===== config.mk =====
export PLATFORM = sky130hd
export DESIGN_NAME = seven_seg_scan_controller
export DESIGN_NICKNAME = d
export VERILOG_FILES = /design/src/rtl/seven_seg_scan_controller.sv
export SDC_FILE = /design/constraint.sdc
export NUM_CORES = 1
export LEC_CHECK = 0
export ABC_AREA = 1
export CAP_MARGIN = 10
export CORE_MARGIN = 2
export CORE_UTILIZATION = 45
export CTS_BUF_LIST = sky130_fd_sc_hd__clkbuf_8
export DETAILED_ROUTE_END_ITERATION = 12
export GPL_ROUTABILITY_DRIVEN = 0
export PLACE_DENSITY = 0.69
export SYNTH_ARGS = -nofsm -noshare
export SYNTH_HDL_FRONTEND = slang
export SYNTH_SLANG_ARGS = --single-unit

===== constraint.sdc =====
create_clock -name clk -period 1.75 [get_ports clk]
set_clock_uncertainty 0.05 [all_clocks]
set_input_delay 0.35 -clock clk [delete_from_list [all_inputs] [get_ports clk]]
set_output_delay 0.35 -clock clk [all_outputs]
set_load 0.1 [all_outputs]

===== src/rtl/seven_seg_scan_controller.sv =====
// Scans NUM_DIGITS 3-bit codes onto a shared 7-segment decoder with blank gaps.
// Frames are double-buffered so a new frame only takes effect at a frame boundary.
module seven_seg_scan_controller #(
    parameter int NUM_DIGITS  = 4,
    parameter int REFRESH_DIV = 1000,
    parameter int GAP_CYCLES  = 8
) (
    input  logic                    clk,
    input  logic                    rst,
    input  logic                    en,
    input  logic                    wr_valid,
    output logic                    wr_ready,
    input  logic [3*NUM_DIGITS-1:0] wr_digits,
    input  logic [NUM_DIGITS-1:0]   wr_blank,
    output logic [2:0]              dec_code,
    output logic [NUM_DIGITS-1:0]   digit_en,
    output logic                    seg_off,
    output logic [1:0]              dbg_state
);

    localparam int CNT_MAX = (REFRESH_DIV > GAP_CYCLES) ? REFRESH_DIV : GAP_CYCLES;
    localparam int CW      = $clog2(CNT_MAX + 1);
    localparam int IW      = $clog2(NUM_DIGITS);
    localparam logic [CW-1:0] SHOW_LAST = CW'(REFRESH_DIV - 1);
    localparam logic [CW-1:0] GAP_LAST  = CW'((GAP_CYCLES > 0) ? GAP_CYCLES - 1 : 0);
    localparam logic [IW-1:0] IDX_LAST  = IW'(NUM_DIGITS - 1);

    typedef enum logic [1:0] {
        ST_OFF  = 2'd0,
        ST_SHOW = 2'd1,
        ST_GAP  = 2'd2
    } state_t;

    state_t                  state_q, state_d;
    logic [IW-1:0]           idx_q, idx_d, idx_next;
    logic [CW-1:0]           cnt_q, cnt_d;
    logic                    commit;

    logic [3*NUM_DIGITS-1:0] act_digits_q, act_digits_d;
    logic [NUM_DIGITS-1:0]   act_blank_q, act_blank_d;
    logic [3*NUM_DIGITS-1:0] pend_digits_q, pend_digits_d;
    logic [NUM_DIGITS-1:0]   pend_blank_q, pend_blank_d;
    logic                    pend_full_q, pend_full_d;
    logic                    wr_ready_q;

    logic [2:0]              dec_code_q, dec_code_d;
    logic [NUM_DIGITS-1:0]   digit_en_q, digit_en_d;
    logic                    seg_off_q, seg_off_d;

    assign idx_next = (idx_q == IDX_LAST) ? '0 : idx_q + IW'(1);

    // Scan sequencing; commit marks the end of the last digit's slot, or any OFF cycle.
    always_comb begin
        state_d = state_q;
        idx_d   = idx_q;
        cnt_d   = cnt_q + CW'(1);
        commit  = 1'b0;
        if (!en) begin
            state_d = ST_OFF;
            idx_d   = '0;
            cnt_d   = '0;
            commit  = (state_q == ST_OFF);
        end else begin
            case (state_q)
                ST_OFF: begin
                    state_d = ST_SHOW;
                    idx_d   = '0;
                    cnt_d   = '0;
                    commit  = 1'b1;
                end
                ST_SHOW: begin
                    if (cnt_q == SHOW_LAST) begin
                        cnt_d = '0;
                        if (GAP_CYCLES == 0) begin
                            idx_d  = idx_next;
                            commit = (idx_q == IDX_LAST);
                        end else begin
                            state_d = ST_GAP;
                        end
                    end
                end
                ST_GAP: begin
                    if (cnt_q == GAP_LAST) begin
                        state_d = ST_SHOW;
                        cnt_d   = '0;
                        idx_d   = idx_next;
                        commit  = (idx_q == IDX_LAST);
                    end
                end
                default: begin
                    state_d = ST_OFF;
                    idx_d   = '0;
                    cnt_d   = '0;
                end
            endcase
        end
    end

    // Handshake: a frame transfers on any cycle where wr_valid && wr_ready are both high;
    // wr_ready is a registered !pending_full, so it falls the cycle after a transfer and
    // rises the cycle after the pending frame is committed. Data is ignored otherwise.
    always_comb begin
        act_digits_d  = act_digits_q;
        act_blank_d   = act_blank_q;
        pend_digits_d = pend_digits_q;
        pend_blank_d  = pend_blank_q;
        pend_full_d   = pend_full_q;
        if (commit && pend_full_q) begin
            act_digits_d = pend_digits_q;
            act_blank_d  = pend_blank_q;
            pend_full_d  = 1'b0;
        end
        if (wr_valid && wr_ready_q) begin
            pend_digits_d = wr_digits;
            pend_blank_d  = wr_blank;
            pend_full_d   = 1'b1;
        end
    end

    // Outputs are computed from next-state values so they register in step with the FSM.
    always_comb begin
        dec_code_d = dec_code_q;
        digit_en_d = '0;
        seg_off_d  = 1'b1;
        if (state_d == ST_SHOW) begin
            dec_code_d = act_digits_d[3*idx_d +: 3];
            if (!act_blank_d[idx_d]) begin
                digit_en_d = NUM_DIGITS'(1) << idx_d;
                seg_off_d  = 1'b0;
            end
        end
    end

    always_ff @(posedge clk or posedge rst) begin
        if (rst) begin
            state_q       <= ST_OFF;
            idx_q         <= '0;
            cnt_q         <= '0;
            act_digits_q  <= '0;
            act_blank_q   <= '1;
            pend_digits_q <= '0;
            pend_blank_q  <= '0;
            pend_full_q   <= 1'b0;
            wr_ready_q    <= 1'b1;
            dec_code_q    <= '0;
            digit_en_q    <= '0;
            seg_off_q     <= 1'b1;
        end else begin
            state_q       <= state_d;
            idx_q         <= idx_d;
            cnt_q         <= cnt_d;
            act_digits_q  <= act_digits_d;
            act_blank_q   <= act_blank_d;
            pend_digits_q <= pend_digits_d;
            pend_blank_q  <= pend_blank_d;
            pend_full_q   <= pend_full_d;
            wr_ready_q    <= !pend_full_d;
            dec_code_q    <= dec_code_d;
            digit_en_q    <= digit_en_d;
            seg_off_q     <= seg_off_d;
        end
    end

    assign wr_ready  = wr_ready_q;
    assign dec_code  = dec_code_q;
    assign digit_en  = digit_en_q;
    assign seg_off   = seg_off_q;
    assign dbg_state = state_q;

endmodule


* Yosys cells after proc, flatten, opt, wreduce, memory -nomap -nowiden *
Index checks and enable logic that the tools add are counted.

word-level totals
  bits in registers = 56
  bits of input ports = 20
  output and inout port bits = 11
  word-level logic and storage cells = 53

cells by class
  add/subtract/negate cells = 2
  $mul = 1
  order comparisons = 1
  eq/ne operators = 6
  shift-type cells = 2
  mux-type cells = 25
  reduce and logical (&&, ||, !) cells = 4

operators with widths
  operator               count
  $mux 10                3
  $pmux 10 s2            1
  $mux 12                1
  $mux 2                 6
  $mux 4                 3
  $shiftx 12x5->3        1
  $add 10x1->10 const B  1
  $eq 10x10->1 const B   1
  $eq 10x3->1 const B    1
  $mux 1                 7
  $pmux 2 s3             1
  $eq 2x1->1 const B     2
  $eq 2x2->1 const B     2
  $mul 2x2->4 const A    1
  $pmux 2 s2             1
  $shl 1x2->4 const A    1
  $lt 2x3->1 const B     1
  $add 2x1->2 const B    1
  $bmux 1 s2             1
  $logic_and 1x1->1      2
  $logic_not 2->1        1
  $pmux 1 s2             1
  $logic_not 1->1        1

* Depth between registers and ports, before layout *
  depth in word-level cells = 10
  mapped depth = 13
  gate-level depth less buffers = 13

* Worst setup path after synthesis *
Ideal clock, no wire load.

  path kind = register -> register
  start = register state_q[1] (netlist: dbg_state[1])
  end = register digit_en_q[0] (netlist: digit_en[0])
  arrival = 2.219 ns
  slack = -0.635 ns
  cell stages (with the launch flop) = 12
  buffers on the path = 0
  clock period less this slack = 2.385 ns
  cell sequence = dfrtp_1 -> inv_1 -> ha_1 -> nand2_1 -> inv_1 -> nand2_1 -> a21oi_4 -> nand2_1 -> nor2_1 -> nor2_1 -> nand3_2 -> nor2_1

on the way
  elaborated cells on any way between the ends = 19
  those cells by class = 3 x eq/ne; 1 x shift; 13 x mux; 2 x reduce/logical

RTL lines
  what                                      line  text
  start, declared                           34    state_t state_q, state_d;
  start signal, assigned                    149   state_q <= state_d;
  $eq 2x2->1 or $eq 2x1->1 (tied branches)  64    case (state_q)
  $pmux 2 s2 (*)                            64
  $mux 2 (*)                                58    if (!en) begin
  net idx_d[0]                              35    logic [IW-1:0] idx_q, idx_d, idx_next;
  $bmux 1 s2                                127   if (!act_blank_d[idx_d]) begin
  $mux 1 (not written as such)              127
  $mux 4 (*)                                127
  $mux 4 (*)                                125   if (state_d == ST_SHOW) begin
  net digit_en_d[0]                         47    logic [NUM_DIGITS-1:0] digit_en_q, digit_en_d;
  end signal, assigned                      159   digit_en_q <= digit_en_d;
  end, declared                             47

The timed path passes the listed nets; every way through them passes the cells marked *. The select of a mux whose other input is x is not followed.
A chain may end at the register's enable or synchronous reset.

* Worst setup path in the final report *
  start = register cnt_q[1]
  end = register dec_code_q[1] (netlist: dec_code[1])

on the way
  cells in the longest elaborated chain, start to end = 7
  elaborated cells on any way between the ends = 17
  those cells by class = 1 x mul; 3 x eq/ne; 1 x shift; 11 x mux; 1 x reduce/logical

ends and longest elaborated chain
  what                    line  text
  start, declared         36    logic [CW-1:0] cnt_q, cnt_d;
  start signal, assigned  151   cnt_q <= cnt_d;
  $eq 10x3->1             83    if (cnt_q == GAP_LAST) begin
  $mux 1                  83
  $pmux 1 s2              64
  $mux 1                  58
  $logic_and 1x1->1       108   if (commit && pend_full_q) begin
  $mux 12                 108
  net act_digits_d[1]     39    logic [3*NUM_DIGITS-1:0] act_digits_q, act_digits_d;
  $shiftx 12x5->3         126   dec_code_d = act_digits_d[3*idx_d +: 3];
  end signal, assigned    158   dec_code_q <= dec_code_d;
  end, declared           46    logic [2:0] dec_code_q, dec_code_d;

The timed path passes the listed nets, and every way through them passes these cells.

==> results.txt <==
----------------------------------------------------
[STA]
  Count of endpoints failing hold in the final timing report ... 0
  Maximum frequency from static timing analysis ... between 500 and 600 MHz
  Max-slew violation count ... 0
  Final setup violation count ... 10
  Relative slew margins ... 0.723
  Setup repair after global routing missed its margin ... yes
  Worst hold margin ... between 0.2 and 0.3 ns
  Pin slew with the least headroom to its limit ... slightly above 0.4 ns
  Final worst-path setup slack ... -0.223 ns
  Crit share post-route ... 1.13
  Final min period ... roughly 2.0 ns

[Die]
  Die X ... about 81 um
  Initial Utilization ... 0.458
  Floorplan Core Area ... 0.00585 mm2
  Vertical die dimension ... 81.2 um
  Die footprint ... 0.00659 mm2
  Placement Rows ... 28
  I/O pin total ... 31

[Global route]
  First-pass GRT wire length ... around 9600 um
  Global-route congestion overflow total ... 0
  Initial antenna violation count ... 0
  Combined global-route utilization of all metal layers ... 0.189
  Vias in the first global route ... 2129
  Largest net degree at the start of global routing ... 23

[Cells and area]
  Fraction of final layout cells sized beyond drive strength 1 ... 0.469
  Number of diodes ... 0
  Post-route design area ... about 0.0041 mm2
  Finished Core Util ... 0.709
  Relative area change from synthesis to final layout ... 54.8%
  Finished Layout Cells ... 465
  Nets ... ~420

[Power and ir drop]
  Maximum vdd drop ... just over 0.8 mV
  Pwr/cell area ... around 1000 mW/mm2
  Power consumption ... approximately 4100 uW
  Leakage power ... approximately 0.0020 uW

[Critical path]
  Worst Path Max Fanout ... 4
  Startpoint types ... register
  Kind of critical path ... reg2reg
  Worst EP required ... ~1.9 ns
  Worst path cell trace ... ha_2 -> nand2_2 -> nor2_4 -> buf_6 -> nand3_2 -> nand2_2 -> nand3_4 -> clkbuf_16 -> nand2_1 -> nand2_1 -> nand3_1 -> nand3_2 -> nor2_2 -> nor2_2
  Slowest stage delay, CP ... 0.36 ns
  Category of the worst setup path capture point ... register
  Data arrival time of the critical path ... roughly 2.2 ns
  Crit path max-delay cell type ... sky130_fd_sc_hd__dfrtp_1

[Route]
  Detailed-routing iteration count for the pre-antenna-repair pass ... 5
  Vias after detailed routing ... ~2300
  DRT iter0 DRCs ... between 150 and 200
  Remaining routing DRC violations ... 0
  Antenna viol nets, final ... 0
  Avg Vias per Cell ... a little over 5
  Routed wire per std cell ... about 14 um
  Routed WL ... between 6000 and 7000 um

[Yosys]
  Synthesized flop and latch total ... 56
  Share of synthesized area occupied by flip-flops and latches ... 0.526
  Top area cells in the synthesized netlist ... sky130_fd_sc_hd__dfrtp_1 (47%), sky130_fd_sc_hd__nand2_1 (11%), sky130_fd_sc_hd__dfstp_2 (5.9%)
  Syn_nets ... 327
  Cell count after synthesis ... between 300 and 400
  Cell type with the largest total area after synthesis ... sky130_fd_sc_hd__dfrtp_1
  Netlist cell types ... 32
  Mean Syn Cell Area ... between 8 and 9 um2
  Most common flop cell mapped by yosys ... sky130_fd_sc_hd__dfrtp_1
  Top cell type's share of synthesized area ... 0.467
  Share of synthesized registers carrying an async set or reset ... 1.00
  Area of the mapped netlist ... 0.00268 mm2
  Most common cell in the synthesized netlist ... sky130_fd_sc_hd__nand2_1
  List of most frequent post-synthesis cells ... sky130_fd_sc_hd__nand2_1 (79), sky130_fd_sc_hd__dfrtp_1 (50), sky130_fd_sc_hd__inv_1 (41)
  Total of warnings raised by yosys ... 0
  EDFF count, synth ... 0

[Clocking]
  Number of buffers created by CTS ... 5
  CTS max path bufs ... 2
  CTS clk-pin slew, worst paths ... around 0.1 ns
  Clock Sink Count ... between 50 and 60
  Level count of the clock H-tree ... 2
  CTS Hold Bufs ... 0
  Clock tree from TritonCTS ... yes
  Clock insertion delay at the later pin of the skew report ... between 0.3 and 0.4 ns
  Clock tree root buffer cell ... sky130_fd_sc_hd__clkbuf_8

[Run status]
  Status ... finished with violations
  Failing checks ... negative setup slack

[Hold path]
  Path category of the worst min-delay check ... in2async

[Placed design]
  Cell count after placement ... around 440
  Count of input and output buffers ... 30
  Post-detail-place hpwl ... 4010 um
  Placement Cell Area ... 0.00354 mm2

[Run]
  Max_cap viols ... 0

----------------------------------------------------
-- report_power, final --
| part | switching (uW) | leakage [uW] | total, uW | internal, uW |
|---|---|---|---|---|
| combinational | 825 | 0.00128 | 1500 | 672 |
| sequential | 153 | 0.000685 | 1740 | 1590 |
| clock | 448 | 0.0000600 | 882 | 435 |
| total | 1430 | 0.00202 | 4120 | 2690 |
-- registers in the layout, indices dropped and copies added, names as in the netlist --
name / count
pend_full_q: 1
digit_en: 4
act_digits_q: 12
cnt_q: 10
wr_ready: 1
pend_blank_q: 4
seg_off: 1
idx_q: 2
dec_code: 3
act_blank_q: 4
dbg_state: 2
pend_digits_q: 12
-- layout make-up --
| type | instances | area (um2) |
|---|---|---|
| inverter | 42 | 164 |
| multi-input combinational | 199 | 1430 |
| clock buffer | 5 | 68.8 |
| sequential | 56 | 1420 |
| fill | 395 | 1700 |
| timing repair buffer | 85 | 927 |
| tap | 75 | 93.8 |
| clock inverter | 3 | 46.3 |
-- critical path, delay by kind of cell (launching register included) --
kind | cells | cell delay, ns
adders and majority gates | 1 | 0.19
DFF | 1 | 0.36
and+or+nand+nor | 11 | 0.96
buffers and inverters | 2 | 0.32
-- worst paths after layout --
| check | end | slack [ns] | startpoint | depth (start not counted) |
|---|---|---|---|---|
| max | dec_code[1] | -0.22 | cnt_q[1] | 14 |
| min in group clk | act_digits_q[8] | 0.44 | act_digits_q[8] | 2 |
| min | pend_blank_q[3] | 0.30 | rst | 2 |
| max in group asynchronous | act_blank_q[2] | 0.85 | rst | 3 |
| max reg2reg | dec_code[1] | -0.22 | cnt_q[1] | 14 |
| min reg2reg | act_digits_q[8] | 0.44 | act_digits_q[8] | 2 |
-- routing by layer --
layer	GRT usage	wire length, um	vias to the layer above
met5	0	0	-
met1	0.254	2930	1139
met2	0.317	3320	76
met4	0.0559	92	0
li1	-	-	1122
met3	0.0311	303	9
-- logic make-up after synthesis --
family          Yosys count  share of synthesized area
buf+inv                  47                     0.0701
simple gates            165                      0.282
xor+xnor                  1                    0.00327
flops                    56                      0.526
mux                      14                     0.0589
compound gates           12                     0.0318
fa+ha+maj                 6                     0.0280
-- cells in the final DEF, fill, tap and decap left out, types with 11 or more instances in the layout --
cell | Yosys | layout
sky130_fd_sc_hd__nor2_2 | 6 | 11
sky130_fd_sc_hd__dfrtp_1 | 50 | 48
sky130_fd_sc_hd__inv_1 | 41 | 32
sky130_fd_sc_hd__nand3_1 | 27 | 21
sky130_fd_sc_hd__nand2_2 | 5 | 17
sky130_fd_sc_hd__clkdlybuf4s50_1 | 0 | 19
sky130_fd_sc_hd__buf_12 | 0 | 13
sky130_fd_sc_hd__buf_4 | 1 | 40
sky130_fd_sc_hd__nand2_4 | 0 | 17
sky130_fd_sc_hd__buf_6 | 1 | 11
sky130_fd_sc_hd__nor2_1 | 27 | 14
sky130_fd_sc_hd__mux2_2 | 14 | 14
sky130_fd_sc_hd__nand2_1 | 79 | 50
-- metrics by stage --
step	setup WS [ns]	setup TNS, ns
global placement	-0.235	-1.68
detailed placement	-0.254	-2.41
floorplan	-0.203	-1.41
global route	-0.375	-3.91
finish	-0.223	-1.55
CTS	-0.174	-1.06
-- repair_timing --
item,CTS,global route
endpoints found under the setup margin,17,32
pin swaps,6,15
buffers inserted,4,11
cloned,1,3
gates resized for setup,15,82
Note: power is estimated with default switching activity, not from simulation.
